$ cat src/rtl/flu_pkg.sv
// Shared field layout, opcode/operation encodings and issue FSM states for the FLU issue path.
package flu_pkg;

    localparam int unsigned WORD_W  = 32;
    localparam int unsigned REG_W   = 5;
    localparam int unsigned OP_W    = 5;
    localparam int unsigned OPC_W   = 7;

    localparam int unsigned OP_LSB  = 27;
    localparam int unsigned RS2_LSB = 20;
    localparam int unsigned RS1_LSB = 15;
    localparam int unsigned FRD_LSB = 7;
    localparam int unsigned OPC_LSB = 0;

    localparam logic [OPC_W-1:0] FLU_OPCODE = 7'b1001011;

    typedef enum logic [OP_W-1:0] {
        OP_ADD = 5'd0,
        OP_SUB = 5'd1,
        OP_MUL = 5'd2,
        OP_DIV = 5'd3
    } flu_op_e;

    typedef enum logic [1:0] {
        S_IDLE  = 2'd0,
        S_CHECK = 2'd1,
        S_ISSUE = 2'd2
    } issue_state_e;

    typedef struct packed {
        logic [OP_W-1:0]  operation;
        logic [REG_W-1:0] rs2;
        logic [REG_W-1:0] rs1;
        logic [REG_W-1:0] frd;
        logic [OPC_W-1:0] opcode;
    } flu_fields_t;

    // Only the FLU major opcode with one of the four arithmetic operations is issuable.
    function automatic logic flu_is_legal(input logic [OPC_W-1:0] opcode,
                                          input logic [OP_W-1:0]  operation);
        return (opcode == FLU_OPCODE) &&
               ((operation == OP_ADD) || (operation == OP_SUB) ||
                (operation == OP_MUL) || (operation == OP_DIV));
    endfunction

endpackage

$ cat src/rtl/flu_issue_unit_if.sv
// Fetch, FLU issue and writeback signal bundle of the FLU issue unit.
interface flu_issue_unit_if;
    import flu_pkg::*;

    logic              instr_valid;
    logic              instr_ready;
    logic [WORD_W-1:0] instr_word;
    logic              issue_valid;
    logic              issue_ready;
    logic [WORD_W-1:0] issue_control;
    logic              wb_valid;
    logic [REG_W-1:0]  wb_frd;

    modport slave (
        input  instr_valid, instr_word, issue_ready, wb_valid, wb_frd,
        output instr_ready, issue_valid, issue_control
    );

    modport master (
        output instr_valid, instr_word, issue_ready, wb_valid, wb_frd,
        input  instr_ready, issue_valid, issue_control
    );

endinterface

$ cat src/rtl/flu_sync_fifo.sv
// Synchronous FIFO with synchronous active-low reset; head entry is readable combinationally.
module flu_sync_fifo #(
    parameter int unsigned DEPTH = 4,
    parameter int unsigned WIDTH = 32
) (
    input  logic                   clock,
    input  logic                   reset_n,
    input  logic                   push,
    input  logic                   pop,
    input  logic [WIDTH-1:0]       wdata,
    output logic [WIDTH-1:0]       rdata_c,
    output logic                   full_c,
    output logic                   empty_c,
    output logic [$clog2(DEPTH):0] count
);

    localparam int unsigned PTR_W = $clog2(DEPTH);
    localparam int unsigned CNT_W = PTR_W + 1;

    logic [WIDTH-1:0] mem [DEPTH];
    logic [PTR_W-1:0] wr_ptr;
    logic [PTR_W-1:0] rd_ptr;
    logic             do_push;
    logic             do_pop;

    assign full_c  = (count == CNT_W'(DEPTH));
    assign empty_c = (count == '0);
    assign do_push = push && !full_c;
    assign do_pop  = pop && !empty_c;
    assign rdata_c = mem[rd_ptr];

    // Power-of-two depth lets the pointers wrap by natural overflow.
    always_ff @(posedge clock) begin
        if (!reset_n) begin
            wr_ptr <= '0;
            rd_ptr <= '0;
            count  <= '0;
        end else begin
            if (do_push) begin
                wr_ptr <= wr_ptr + PTR_W'(1);
            end
            if (do_pop) begin
                rd_ptr <= rd_ptr + PTR_W'(1);
            end
            case ({do_push, do_pop})
                2'b10:   count <= count + CNT_W'(1);
                2'b01:   count <= count - CNT_W'(1);
                default: count <= count;
            endcase
        end
    end

    always_ff @(posedge clock) begin
        if (do_push) begin
            mem[wr_ptr] <= wdata;
        end
    end

endmodule

$ cat src/rtl/flu_issue_unit.sv
// FLU issue stage: buffers fetched words, drops illegal ones, holds hazarding ones, issues one at a time.
// Optional performance counters are enabled with `define FLU_ISSUE_PERF_EN.
module flu_issue_unit
    import flu_pkg::*;
#(
    parameter int unsigned FIFO_DEPTH = 4,
    parameter int unsigned NUM_FREGS  = 32
) (
    input  logic            clock,
    input  logic            reset_n,
    flu_issue_unit_if.slave bus,
    output logic            illegal_instr,
`ifdef FLU_ISSUE_PERF_EN
    output logic [31:0]     perf_issued,
    output logic [31:0]     perf_stall,
`endif
    output logic            busy
);

    localparam int unsigned CNT_W = $clog2(FIFO_DEPTH) + 1;

    issue_state_e           state_q;
    issue_state_e           state_d;
    logic [WORD_W-1:0]      ctrl_q;
    logic [WORD_W-1:0]      ctrl_d;
    logic                   valid_q;
    logic                   valid_d;
    logic                   illegal_q;
    logic                   illegal_d;
    logic [NUM_FREGS-1:0]   sb_q;
    logic [NUM_FREGS-1:0]   sb_d;
    logic [NUM_FREGS-1:0]   sb_set;
    logic [NUM_FREGS-1:0]   sb_clr;

    logic                   fifo_push;
    logic                   fifo_pop;
    logic                   fifo_full;
    logic                   fifo_empty;
    logic [CNT_W-1:0]       fifo_count;
    logic [WORD_W-1:0]      head_word;
    flu_fields_t            head_f;
    logic                   head_legal;
    logic                   head_hazard;

    assign fifo_push = bus.instr_valid && !fifo_full;

    flu_sync_fifo #(
        .DEPTH (FIFO_DEPTH),
        .WIDTH (WORD_W)
    ) u_fifo (
        .clock   (clock),
        .reset_n (reset_n),
        .push    (fifo_push),
        .pop     (fifo_pop),
        .wdata   (bus.instr_word),
        .rdata_c (head_word),
        .full_c  (fifo_full),
        .empty_c (fifo_empty),
        .count   (fifo_count)
    );

    assign head_f.operation = head_word[OP_LSB  +: OP_W];
    assign head_f.rs2       = head_word[RS2_LSB +: REG_W];
    assign head_f.rs1       = head_word[RS1_LSB +: REG_W];
    assign head_f.frd       = head_word[FRD_LSB +: REG_W];
    assign head_f.opcode    = head_word[OPC_LSB +: OPC_W];

    assign head_legal  = flu_is_legal(head_f.opcode, head_f.operation);
    // RAW on either source or WAW on the destination against in-flight results.
    assign head_hazard = sb_q[head_f.rs1] | sb_q[head_f.rs2] | sb_q[head_f.frd];

    always_ff @(posedge clock) begin
        if (!reset_n) begin
            state_q   <= S_IDLE;
            ctrl_q    <= '0;
            valid_q   <= 1'b0;
            illegal_q <= 1'b0;
            sb_q      <= '0;
        end else begin
            state_q   <= state_d;
            ctrl_q    <= ctrl_d;
            valid_q   <= valid_d;
            illegal_q <= illegal_d;
            sb_q      <= sb_d;
        end
    end

    always_comb begin
        state_d   = state_q;
        ctrl_d    = ctrl_q;
        valid_d   = valid_q;
        illegal_d = 1'b0;
        sb_set    = '0;
        fifo_pop  = 1'b0;

        case (state_q)
            S_IDLE: begin
                if (!fifo_empty || fifo_push) begin
                    state_d = S_CHECK;
                end
            end
            S_CHECK: begin
                if (fifo_empty) begin
                    state_d = S_IDLE;
                end else if (!head_legal) begin
                    fifo_pop  = 1'b1;
                    illegal_d = 1'b1;
                    state_d   = ((fifo_count > CNT_W'(1)) || fifo_push) ? S_CHECK : S_IDLE;
                end else if (!head_hazard) begin
                    fifo_pop = 1'b1;
                    ctrl_d   = head_word;
                    valid_d  = 1'b1;
                    sb_set   = NUM_FREGS'(1) << head_f.frd;
                    state_d  = S_ISSUE;
                end
            end
            S_ISSUE: begin
                if (bus.issue_ready) begin
                    valid_d = 1'b0;
                    state_d = fifo_empty ? S_IDLE : S_CHECK;
                end
            end
            default: begin
                state_d = S_IDLE;
                valid_d = 1'b0;
            end
        endcase
    end

    // A writeback clearing the register being issued this cycle loses to the new set.
    assign sb_clr = bus.wb_valid ? (NUM_FREGS'(1) << bus.wb_frd) : '0;
    assign sb_d   = (sb_q & ~sb_clr) | sb_set;

    assign bus.instr_ready   = !fifo_full;
    assign bus.issue_valid   = valid_q;
    assign bus.issue_control = ctrl_q;
    assign illegal_instr     = illegal_q;
    assign busy              = (fifo_count != '0) || (state_q == S_ISSUE) || (|sb_q);

`ifdef FLU_ISSUE_PERF_EN
    logic check_stall;

    assign check_stall = (state_q == S_CHECK) && !fifo_empty && head_legal && head_hazard;

    always_ff @(posedge clock) begin
        if (!reset_n) begin
            perf_issued <= '0;
            perf_stall  <= '0;
        end else begin
            if (valid_q && bus.issue_ready) begin
                perf_issued <= perf_issued + 32'd1;
            end
            if (check_stall) begin
                perf_stall <= perf_stall + 32'd1;
            end
        end
    end
`endif

endmodule
$ cat src/flat_wrapper.sv
// flat-port wrapper written by rule: the top's interface ports become plain ports
module flu_issue_unit_flat import flu_pkg::*;
#(
    parameter int unsigned FIFO_DEPTH = 4,
    parameter int unsigned NUM_FREGS  = 32
)
  (clock, reset_n, illegal_instr, busy, bus_instr_valid, bus_instr_word, bus_issue_ready, bus_wb_valid, bus_wb_frd, bus_instr_ready, bus_issue_valid, bus_issue_control);
  flu_issue_unit_if bus_i ();
  input  logic clock;
  input  logic reset_n;
  output logic illegal_instr;
  output logic busy;
  input wire logic [$bits(bus_i.instr_valid)-1:0] bus_instr_valid;
  input wire logic [$bits(bus_i.instr_word)-1:0] bus_instr_word;
  input wire logic [$bits(bus_i.issue_ready)-1:0] bus_issue_ready;
  input wire logic [$bits(bus_i.wb_valid)-1:0] bus_wb_valid;
  input wire logic [$bits(bus_i.wb_frd)-1:0] bus_wb_frd;
  output wire logic [$bits(bus_i.instr_ready)-1:0] bus_instr_ready;
  output wire logic [$bits(bus_i.issue_valid)-1:0] bus_issue_valid;
  output wire logic [$bits(bus_i.issue_control)-1:0] bus_issue_control;
  assign bus_i.instr_valid = bus_instr_valid;
  assign bus_i.instr_word = bus_instr_word;
  assign bus_i.issue_ready = bus_issue_ready;
  assign bus_i.wb_valid = bus_wb_valid;
  assign bus_i.wb_frd = bus_wb_frd;
  assign bus_instr_ready = bus_i.instr_ready;
  assign bus_issue_valid = bus_i.issue_valid;
  assign bus_issue_control = bus_i.issue_control;
  flu_issue_unit #(.FIFO_DEPTH(FIFO_DEPTH), .NUM_FREGS(NUM_FREGS)) u_core (.clock(clock), .reset_n(reset_n), .bus(bus_i), .illegal_instr(illegal_instr), .busy(busy));
endmodule
$ cat config.mk
export PLATFORM = sky130hd
export DESIGN_NAME = flu_issue_unit_flat
export DESIGN_NICKNAME = d
export VERILOG_FILES = /design/src/rtl/flu_pkg.sv /design/src/rtl/flu_issue_unit_if.sv /design/src/rtl/flu_sync_fifo.sv /design/src/rtl/flu_issue_unit.sv /design/src/flat_wrapper.sv
export SDC_FILE = /design/constraint.sdc
export NUM_CORES = 1
export LEC_CHECK = 0
export BUFFER_PORTS_ARGS = -buffer_cell sky130_fd_sc_hd__buf_2
export CORE_UTILIZATION = 64
export DETAILED_ROUTE_END_ITERATION = 8
export PLACE_DENSITY = 0.81
export SLEW_MARGIN = 20
export SYNTH_ARGS = -nofsm -noshare
export SYNTH_HDL_FRONTEND = slang
export SYNTH_SLANG_ARGS = --single-unit
$ cat constraint.sdc
create_clock -name clock -period 6.88 [get_ports clock]
set_input_delay 0.688 -clock clock [delete_from_list [all_inputs] [get_ports clock]]
set_output_delay 0.688 -clock clock [all_outputs]
set_load 0.02 [all_outputs]
==> results.yml, run 1 <==
timing:
  fmax_mhz: 225
  fin_crit_sh_pct: 64.5
  maxSlewViolCount: 0
  setup_tns_ns: 0
  relSlewSlack_pct: 40.1
  worst_pin_slew_ns: 0.898
  fin_crit_ns: 4.44
  hold_violations: 0
  setup_viol: 0
  rsz0062_at_grt: "no"
  finClkSkew_ns: 0.00936
critical_path:
  start_kind: "flip-flop"
  r2r_end: "u_core.bus.issue_control[14]"
  slowest_delay_ns: 0.78
  path_class: "flip-flop to flip-flop"
  crit_fanout: 54
  slowest_stage: "mux4_2"
  rrSetupSlack_ns: 2.45
  crit_required_ns: 7.24
  path_cells: "buf_4 > mux4_2 > and2_1 > a221oi_1 > o21ai_0 > and3_1 > nor4b_2 > nand3_2 > buf_4 > nand3_1 > o21ai_0"
  worstPathArrival_ns: 4.80
  reg2reg_depth: 11
  end_kind: "flip-flop"
global_route:
  overflow: 0
  grt_pass1_wl_um: 32500
  grt.met1_usage_pct: 39.9
  grt_max_degree: 91
  grt-busiest-layer: "met2"
  grt_use_met3_pct: 6.23
  grtUsageTotal_pct: 30.4
  antenna_found_initial: 0
  grt_pass1_vias: 6121
  grtUsageMet2_pct: 49.9
logic_synthesis:
  ys_ff_latch: 205
  synth_cell_types: 50
  synth_warnings: 0
  yosysSeqAreaShare_pct: 61.8
  synthArstFlopShare_pct: 0
  synth_fp_nets: 737
  ys.flop_type: "edfxtp_1"
  syn-instance-count: 686
  syn_area_sq_um: 8710
  synth_edf_count: 128
  syn_avg_cell_area_sq_um: 12.7
placed_design:
  dp_hpwl_um: 13000
  port_buffers: 77
  gp_congestion: 1.07
  dp_cells: 910
  placed_cell_area_sq_um: 9200
pwr:
  leakage_nw: 3.61
  p_per_area_nw_per_um2: 332
  peakVddDrop_uv: 248
  power_w: 0.00330
floorplanning:
  chipWidth_um: 119
  rows: 42
  dieArea_sq_um: 14100
  start_util_pct: 65.8
  io-pin-count: 78
  die_y_um: 119
  core_area_sq_um: 13200
clock_network:
  root_buffer: "clkbuf_16"
  clk_path_buf_depth: 3
  post_cts_buffers: 0
  cts_tree: "yes"
  cts_sinks: 205
  htree_levels: 1
  holdBufCountCts: 0
  cts_resized: 0
  numCtsBuffers: 21
  clk_latency_ns: 0.50
  clk_pin_slew_ns: 0.06
final_layout:
  final_cells: 946
  final_nets: 808
  area_delta_synth_final_pct: 13.9
  final_util_pct: 75.0
  drive_above_1_share_pct: 19.7
  design_area_sq_um: 9930
  antenna_cells: 0
min_path:
  hp-class: "input pin to flip-flop"
  holdPathEnd: "u_core.u_fifo.mem[3][21]"
  min_from: "bus_instr_word[21]"
  whs_path_depth: 1
route:
  ant_nets: 0
  viasPerCell: 6.37
  drtPass1Iterations: 6
  vias: 6028
  route.detailed.drc: 0
  wire_per_inst_um: 22.1
  wl_um: 20900
  drt-initial-drc-count: 681
job:
  maxCapViolations: 0
outcome:
  status: "complete, no violations"
[cell usage after synthesis, drive strengths merged, types with 12 or more instances]
cell type    n  area (sq um)
edfxtp     128          3840
dfxtp       77          1540
nand2       76           285
nand3       59           300
mux2i       45           450
o31ai       34           255
nor2        31           116
o21ai       30           150
mux4        26           586
clkbuf      20          75.1
a21oi       18          90.1
buf         17           104
inv         15          56.3
and3        13          81.3
nor2b       12          75.1
[sequential cells by signal (all words and copies together), names as in the netlist, named ones only]
register                  count
u_core.u_fifo.mem           128
u_core.bus.issue_control     32
u_core.sb_q                  32
u_core.u_fifo.count           3
u_core.state_q                2
u_core.u_fifo.rd_ptr          2
u_core.u_fifo.wr_ptr          2
u_core.bus.issue_valid        1
u_core.illegal_instr          1
[layer usage]
layer | vias to the layer above | wire (um) | share of wire (%)
met5 | - | 0 | 0
met4 | 0 | 638 | 3.1
met3 | 52 | 1660 | 7.9
met2 | 305 | 10200 | 49
met1 | 2932 | 8430 | 40
li1 | 2739 | - | -
[critical path: cells and delay by family (launching register included)]
kind            cells  cell delay (ns)
compound gates      3             0.51
buf+inv             2             0.95
flops               1             0.31
mux                 1             0.78
simple gates        5             1.68
[worst max path at each step]
stage                                   endpoint  cells past startpoint
floorplan                 u_core.u_fifo.count[2]                     13
global placement    u_core.bus.issue_control[28]                     11
detailed placement  u_core.bus.issue_control[24]                     11
CTS                 u_core.bus.issue_control[14]                     11
global route        u_core.bus.issue_control[14]                     11
finish              u_core.bus.issue_control[14]                     11
[per-stage QoR]
| stage | worst slack (ns) | hold slack (ns) |
|---|---|---|
| after detailed placement | 2.50 | 0.435 |
| after global placement | 2.51 | 0.432 |
| after floorplan | 3.53 | 0.459 |
| after global routing | 2.08 | 0.385 |
| final | 2.45 | 0.399 |
| after CTS | 2.48 | 0.387 |
[kinds of logic after synthesis]
kind of cell               share of synthesized area, %
buffers and inverters                              2.74
xor gates and xnor gates                          0.302
and+or+nand+nor                                    13.2
muxes                                              12.5
adders and majority gates                          1.29
DFF                                                61.8
AOI/OAI and AO/OA                                  8.13
[final cells by class]
class / count / area, sq um
timing repair buffer: 85 / 445
clock buffer: 27 / 548
sequential: 205 / 5390
tap: 176 / 220
inverter: 16 / 60.1
clock inverter: 9 / 178
multi-input combinational: 428 / 3090
fill: 837 / 3310
[cells in the final DEF (no fill, tap or decap), drive strengths merged, types with 2 or more instances in the layout]
cell type  count
nand3         59
or3            4
mux4          26
edfxtp       128
o221ai         2
nand2b         5
buf           85
o31ai         34
clkbuf        27
and3          13
o22ai          2
bufinv         5
a221oi         6
mux2i         45
and4b          3
a21oi         18
xor2           2
nor3           3
and2           4
nor4          10
o211ai         4
nor2          31
ha             9
or4            2
a211oi         3
nand2         76
nor2b         12
dfxtp         77
nand4          5
nor4b          2
clkinv         3
o21ai         30
mux2           5
inv           17
a32o           2
[power by group]
part           switching [W]  total (W)  internal (W)
combinational       0.000408   0.000654      0.000246
sequential         0.0000374    0.00143       0.00139
clock               0.000466    0.00122      0.000752
Note: power is estimated with default switching activity, not from simulation.
==> inputs of run 2 (changes only) <==
--- a/config.mk
+++ b/config.mk
@@ -6,9 +6,9 @@
 export NUM_CORES = 1
 export LEC_CHECK = 0
 export BUFFER_PORTS_ARGS = -buffer_cell sky130_fd_sc_hd__buf_2
-export CORE_UTILIZATION = 64
+export CORE_UTILIZATION = 53
 export DETAILED_ROUTE_END_ITERATION = 8
-export PLACE_DENSITY = 0.81
+export PLACE_DENSITY = 0.71
 export SLEW_MARGIN = 20
 export SYNTH_ARGS = -nofsm -noshare
 export SYNTH_HDL_FRONTEND = slang
==> constraint.sdc (replaced) <==
create_clock -name clock -period 4 [get_ports clock]
set_input_delay 0.4 -clock clock [delete_from_list [all_inputs] [get_ports clock]]
set_output_delay 0.4 -clock clock [all_outputs]
set_load 0.02 [all_outputs]
==> run 2 against run 1 <==
- flip-flop and latch count stayed put
- die area is 20% higher
- cell count is 5.2% higher
- routed wire length is 3.5% lower
- non-clock buffer count is 9 higher
- worst setup slack worse by 2.2 ns
- critical path depth stayed put
- via count is 1.4% lower
- combinational power is 73% higher
- design area is 0.32% higher
- clock skew is 0.0057 ns higher
- utilization is 13 points lower
==> results.yml, run 2 (synthesized netlist as in run 1, its figures left out) <==
outcome:
  status: "complete, no violations"
critical_path:
  critPathBufInv: 0
  slowest_stage: "mux4_2"
  rrSetupSlack_ns: 0.29
  slowest_delay_ns: 0.73
  path_cells: "mux4_2 > or2_2 > o221ai_1 > a21oi_1 > nor4_1 > a211oi_2 > a21oi_1 > nor2_1 > ha_1 > or3_1 > a21oi_1"
  cp_top_family: "simple AND/OR/NAND/NOR gates"
  crit_required_ns: 4.41
  start_kind: "flip-flop"
  end_kind: "flip-flop"
  critPathMostFrequentCell: "a21oi_1"
  worstPathArrival_ns: 4.12
  path_class: "flip-flop to flip-flop"
  crit_fanout: 12
clock_network:
  root_buffer: "clkbuf_16"
  cts_tree: "yes"
  numCtsBuffers: 21
  cts_sinks: 205
  clk_path_buf_depth: 3
  htree_levels: 1
  clk_pin_slew_ns: 0.06
  clk_latency_ns: 0.49
floorplanning:
  start_util_pct: 54.7
  die_y_um: 130
  rows: 46
  chipWidth_um: 130
  core_area_sq_um: 15900
  dieArea_sq_um: 17000
  io-pin-count: 78
final_layout:
  final_util_pct: 62.5
  n_fill_cell: 1252
  area_delta_synth_final_pct: 14.3
  drive_above_1_share_pct: 20.7
  top_register: "u_core.u_fifo.mem"
  layout_common_cells: "edfxtp_1 (128), buf_2 (77), nand2_1 (76), dfxtp_1 (76), nand3_1 (58)"
  antenna_cells: 0
  final_nets: 817
  layout_commonest_cell: "edfxtp_1"
  largest_register_ffs: 128
placed_design:
  gp_congestion: 0.931
  port_buffers: 77
  dp_hpwl_um: 13800
route:
  ant_nets: 0
  viasPerCell: 5.97
  vias: 5941
  wl_um: 20200
  wire_per_inst_um: 20.3
  drtPass1Iterations: 5
  drt-initial-drc-count: 302
  route.detailed.drc: 0
timing:
  maxSlewViolCount: 0
  finClkSkew_ns: 0.0151
  rsz0062_at_grt: "no"
  hold_violations: 0
  worst_pin_slew_ns: 0.880
  setup_tns_ns: 0
  fmax_mhz: 269
  fin_crit_sh_pct: 92.9
  fin_crit_ns: 3.71
  setup_viol: 0
  relSlewSlack_pct: 41.3
pwr:
  p_per_area_nw_per_um2: 544
  peakVddDrop_uv: 375
  leakage_nw: 3.62
global_route:
  antenna_found_initial: 0
  overflow: 0
  grt_max_degree: 87
  grt_pass1_vias: 5833
  grtUsageTotal_pct: 24.8
  grt_pass1_wl_um: 31500
job:
  maxCapViolations: 0
min_path:
  hp-class: "input pin to flip-flop"
-- run 2: changes by cell type in the layout (fill, tap and decap cells not counted), moves of 2 or more --
| cell | previous run | this run |
|---|---|---|
| clkinv_2 | 0 | 4 |
| buf_4 | 8 | 16 |
| bufinv_16 | 5 | 1 |
| clkbuf_8 | 0 | 2 |
-- run 2: power by group --
part	internal [W]	leakage [nW]	switching [W]
Sequential	0.00239	1.80	0.0000777
Clock	0.00107	0.316	0.000753
Combinational	0.000457	1.51	0.000674
-- run 2: area by class of cell --
type,count,area (sq um),area share [%]
multi-input cells,428,3090,31.0
clock inverters,6,56.3,0.565
inverters,16,60.1,0.603
repair buffers,94,517,5.19
flip-flops and latches,205,5390,54.1
well taps,216,270,2.71
clock buffers,30,579,5.82
-- run 2: repair_timing --
item	4_1_cts	5_1_grt
resized for setup	0	1
hold buffers	0	0
setup buffers	0	5
setup endpoints to repair	0	1
-- run 2: worst register-to-register path, cell delays in order, from the launching register on --
cell and delay, ns:
dfxtp_2 0.57, mux4_2 0.74, or2_2 0.38, o221ai_1 0.16, a21oi_1 0.06, nor4_1 0.35
a211oi_2 0.12, a21oi_1 0.31, nor2_1 0.08, ha_1 0.34, or3_1 0.38, a21oi_1 0.13
-- run 2: routing by layer --
layer | track usage [%] | share of wire [%]
met1 | 32.3 | 42
met2 | 41.6 | 49
met3 | 4.31 | 6.5
met4 | 9.30 | 2.9
met5 | 0 | 0
-- run 2: final timing paths --
| path | depth (start not counted) | to | from |
|---|---|---|---|
| setup / recovery | 11 | u_core.u_fifo.count[2] | flip-flop |
| hold / removal | 1 | u_core.u_fifo.mem[0][21] | bus_instr_word[21] |
| setup reg to reg | 11 | u_core.u_fifo.count[2] | flip-flop |
| hold reg to reg | 2 | u_core.bus.issue_control[6] | u_core.bus.issue_control[6] |
-- run 2: through the flow --
step           hold slack (ns)  cells  instance area, sq um  setup WS [ns]  power (W)
2_1_floorplan            0.459    686                  8710          0.647    0.00332
3_5_place_dp             0.441    954                  9280          0.205    0.00362
4_1_cts                  0.113    990                  9920          0.174    0.00543
6_report                 0.125    995                  9960          0.285    0.00542
5_1_grt                  0.118    995                  9960        0.00530    0.00565
3_3_place_gp             0.431    954                  9280          0.274    0.00358
==> inputs of run 3 (changes only) <==
--- a/config.mk
+++ b/config.mk
@@ -5,10 +5,11 @@
 export SDC_FILE = /design/constraint.sdc
 export NUM_CORES = 1
 export LEC_CHECK = 0
+export ABC_AREA = 1
 export BUFFER_PORTS_ARGS = -buffer_cell sky130_fd_sc_hd__buf_2
-export CORE_UTILIZATION = 53
+export CORE_UTILIZATION = 54
 export DETAILED_ROUTE_END_ITERATION = 8
-export PLACE_DENSITY = 0.71
+export PLACE_DENSITY = 0.72
 export SLEW_MARGIN = 20
 export SYNTH_ARGS = -nofsm -noshare
 export SYNTH_HDL_FRONTEND = slang
==> run 3 against run 2 <==
- global-route usage up 0.84 points
- register-to-register slack improved by 0.15 ns
- worst hold slack worse by 0.039 ns
- design area up 8.6%
- sequential share of layout area down 4.3 points
- clock skew up 0.0023 ns
- critical endpoint unchanged
==> results.yml, run 3 <==
route:
  ant_nets: 0
  vias: 7787
  drtPass1Iterations: 5
  viasPerCell: 5.67
  wl_um: 23000
  wire_per_inst_um: 16.7
  drt-initial-drc-count: 655
  route.detailed.drc: 0
global_route:
  antenna_found_initial: 1
  grt_pass1_vias: 6983
  grtUsageTotal_pct: 25.6
  grt_pass1_wl_um: 36400
  grt_max_degree: 38
  overflow: 0
critical_path:
  r2r_end: "u_core.u_fifo.count[2]"
  reg2reg_depth: 20
  cp-endpoint: "u_core.u_fifo.count[2]"
  rrSetupSlack_ns: 0.43
  crit_fanout: 23
  slowest_stage: "dfxtp_2"
  end_kind: "flip-flop"
  path_class: "flip-flop to flip-flop"
  critPathMostFrequentCell: "nand2_1"
  crit_required_ns: 4.40
  path_cells: "inv_2 > nand2_1 > nand3_2 > nand2_2 > nand2_1 > o21ai_0 > inv_1 > nand2_1 > nand3_1 > nand3_1 > nand2_1 > nand3_1 > nand2_1 > nand2_1 > inv_1 > ha_1 > nor2_1 > o21ai_0 > o21ai_0 > a21oi_1"
  slowest_delay_ns: 0.56
  start_kind: "flip-flop"
  worstPathArrival_ns: 3.97
logic_synthesis:
  synth-compound-area-share_pct: 9.11
  yosys.area_share.simple_pct: 26.2
  synthArstFlopShare_pct: 0
  synthMuxAreaShare_pct: 0
  yosys.area.top_type: "edfxtp_1"
  syn_area_sq_um: 9590
  ys_top_cells_by_count: "nand2_1 (197), nand3_1 (140), edfxtp_1 (128)"
  yosys-top-cells-area: "edfxtp_1 (40%), dfxtp_1 (16%), nand2_1 (7.7%)"
  synth_warnings: 0
  syn-instance-count: 1074
  synth_cell_types: 41
  synthXorXnorAreaFrac_pct: 0.274
  synth_top_family_by_area: "simple AND/OR/NAND/NOR gates"
  yosysSeqAreaShare_pct: 56.1
  synth_fp_nets: 1125
  synth_top_area_share_pct: 40.1
  syn_avg_cell_area_sq_um: 8.93
  synth_edf_count: 128
  synth_fa_ha_area_share_pct: 1.17
  yosysMostFrequentCell: "nand2_1"
  ys.flop_type: "edfxtp_1"
  ys_ff_latch: 205
floorplanning:
  die_y_um: 135
  start_util_pct: 55.5
  core_area_sq_um: 17300
  dieArea_sq_um: 18300
  io-pin-count: 78
  rows: 48
  chipWidth_um: 135
final_layout:
  top_register: "u_core.u_fifo.mem"
  largest_register_ffs: 128
  n_fill_cell: 1459
  drive_above_1_share_pct: 14.1
  final_nets: 1185
  area_delta_synth_final_pct: 12.7
  antenna_cells: 0
  layout_common_cells: "nand2_1 (197), nand3_1 (140), edfxtp_1 (128)"
  layout_commonest_cell: "nand2_1"
timing:
  relSlewSlack_pct: 30.6
  rsz0062_at_grt: "no"
  fmax_mhz: 280
  setup_viol: 0
  setup_tns_ns: 0
  worst_pin_slew_ns: 1.04
  fin_hold_ws_ns: 0.0864
  maxSlewViolCount: 0
  hold_violations: 0
  finClkSkew_ns: 0.0174
  fin_crit_sh_pct: 89.2
  fin_crit_ns: 3.57
pwr:
  pwr-share-clk_pct: 31.0
  peakVddDrop_uv: 428
  swShare_pct: 35.5
  leakage_nw: 4.38
  p_comb_share_pct: 31.0
  p_int_w: 0.00417
  p_switching_w: 0.00229
  p_per_area_nw_per_um2: 597
  seqPwrFrac_pct: 38.1
placed_design:
  dp_hpwl_um: 15500
  port_buffers: 77
  gp_congestion: 0.947
clock_network:
  htree_levels: 1
  clk_latency_ns: 0.53
  clk_pin_slew_ns: 0.06
  cts_tree: "yes"
  numCtsBuffers: 22
  cts_sinks: 205
  root_buffer: "clkbuf_16"
  clk_path_buf_depth: 3
  post_cts_buffers: 0
min_path:
  hp-class: "input pin to flip-flop"
  whs_path_depth: 1
job:
  maxCapViolations: 0
outcome:
  status: "complete, no violations"
-- run 3: cell count changes in the layout (fill, tap and decap cells not counted), moves of 31 or more --
cell     change
mux2i_1     -45
o21ai_0     +46
a21oi_1     +31
nand2_1    +121
nand4_1     +40
o31ai_1     -33
nand3_1     +82
inv_1       +71
nor2_1      +87
-- run 3: how the worst min path moves through the flow --
stage / start / end / slack, ns
4_1_cts: bus_instr_word[13] / u_core.u_fifo.mem[2][13] / 0.07
3_3_place_gp: u_core.bus.issue_control[29] / u_core.bus.issue_control[29] / 0.44
6_report: bus_instr_word[17] / u_core.u_fifo.mem[0][17] / 0.09
2_1_floorplan: u_core.sb_q[21] / u_core.sb_q[21] / 0.45
3_5_place_dp: u_core.bus.issue_control[29] / u_core.bus.issue_control[29] / 0.44
5_1_grt: bus_instr_word[4] / u_core.u_fifo.mem[0][4] / 0.08
-- run 3: kinds of logic after synthesis --
group	count (synthesis)
DFF	205
buffers and inverters	150
AOI/OAI and AO/OA	158
adders and majority gates	9
and+or+nand+nor	549
xor gates and xnor gates	3
-- run 3: per-stage QoR --
step	setup slack [ns]	cells	instance area, sq um	power, W	utilization, %
after global routing	0.00754	1374	10800	0.00682	62.5
after global placement	0.568	1334	10100	0.00445	58.1
final	0.431	1374	10800	0.00646	62.5
after floorplan	1.14	1074	9590	0.00403	-
after detailed placement	0.483	1334	10100	0.00446	58.1
after CTS	0.449	1373	10800	0.00646	62.3
-- run 3: final cells by class --
| type | instances | area [sq um] | area share (%) |
|---|---|---|---|
| clock inverter | 7 | 106 | 0.983 |
| multi-input combinational | 719 | 3560 | 32.9 |
| tap | 225 | 282 | 2.60 |
| clock buffer | 32 | 618 | 5.72 |
| inverter | 97 | 364 | 3.37 |
| sequential | 205 | 5390 | 49.8 |
| timing repair buffer | 89 | 495 | 4.58 |
-- run 3: critical path, delay by kind of cell (launching register included) --
| kind | cells | cell delay (ns) |
|---|---|---|
| AND/OR/NAND/NOR | 12 | 1.67 |
| flip-flops | 1 | 0.56 |
| AO/OA/AOI/OAI | 4 | 0.49 |
| buffers and inverters | 3 | 0.39 |
| adder cells (fa/ha/maj) | 1 | 0.33 |
-- run 3: power by group through the flow --
stage          logic, W  clock network (W)  registers [W]
2_1_floorplan   0.00155                  0        0.00248
3_3_place_gp    0.00195                  0        0.00250
3_5_place_dp    0.00196                  0        0.00250
4_1_cts         0.00197            0.00203        0.00246
5_1_grt         0.00223            0.00212        0.00247
6_report        0.00200            0.00200        0.00246
-- run 3: repair_timing --
item                       CTS  global route
resized for setup            0             1
setup endpoints to repair    0             5
hold buffers                 0             0
-- run 3: routing by layer --
layer  up-vias  share of wire (%)  track usage, %
met4         2                2.4            7.87
met5         -              0.057               0
met3        56                6.8            3.67
li1       3811                  -               -
met1      3608                 46            36.6
met2       310                 45            40.3
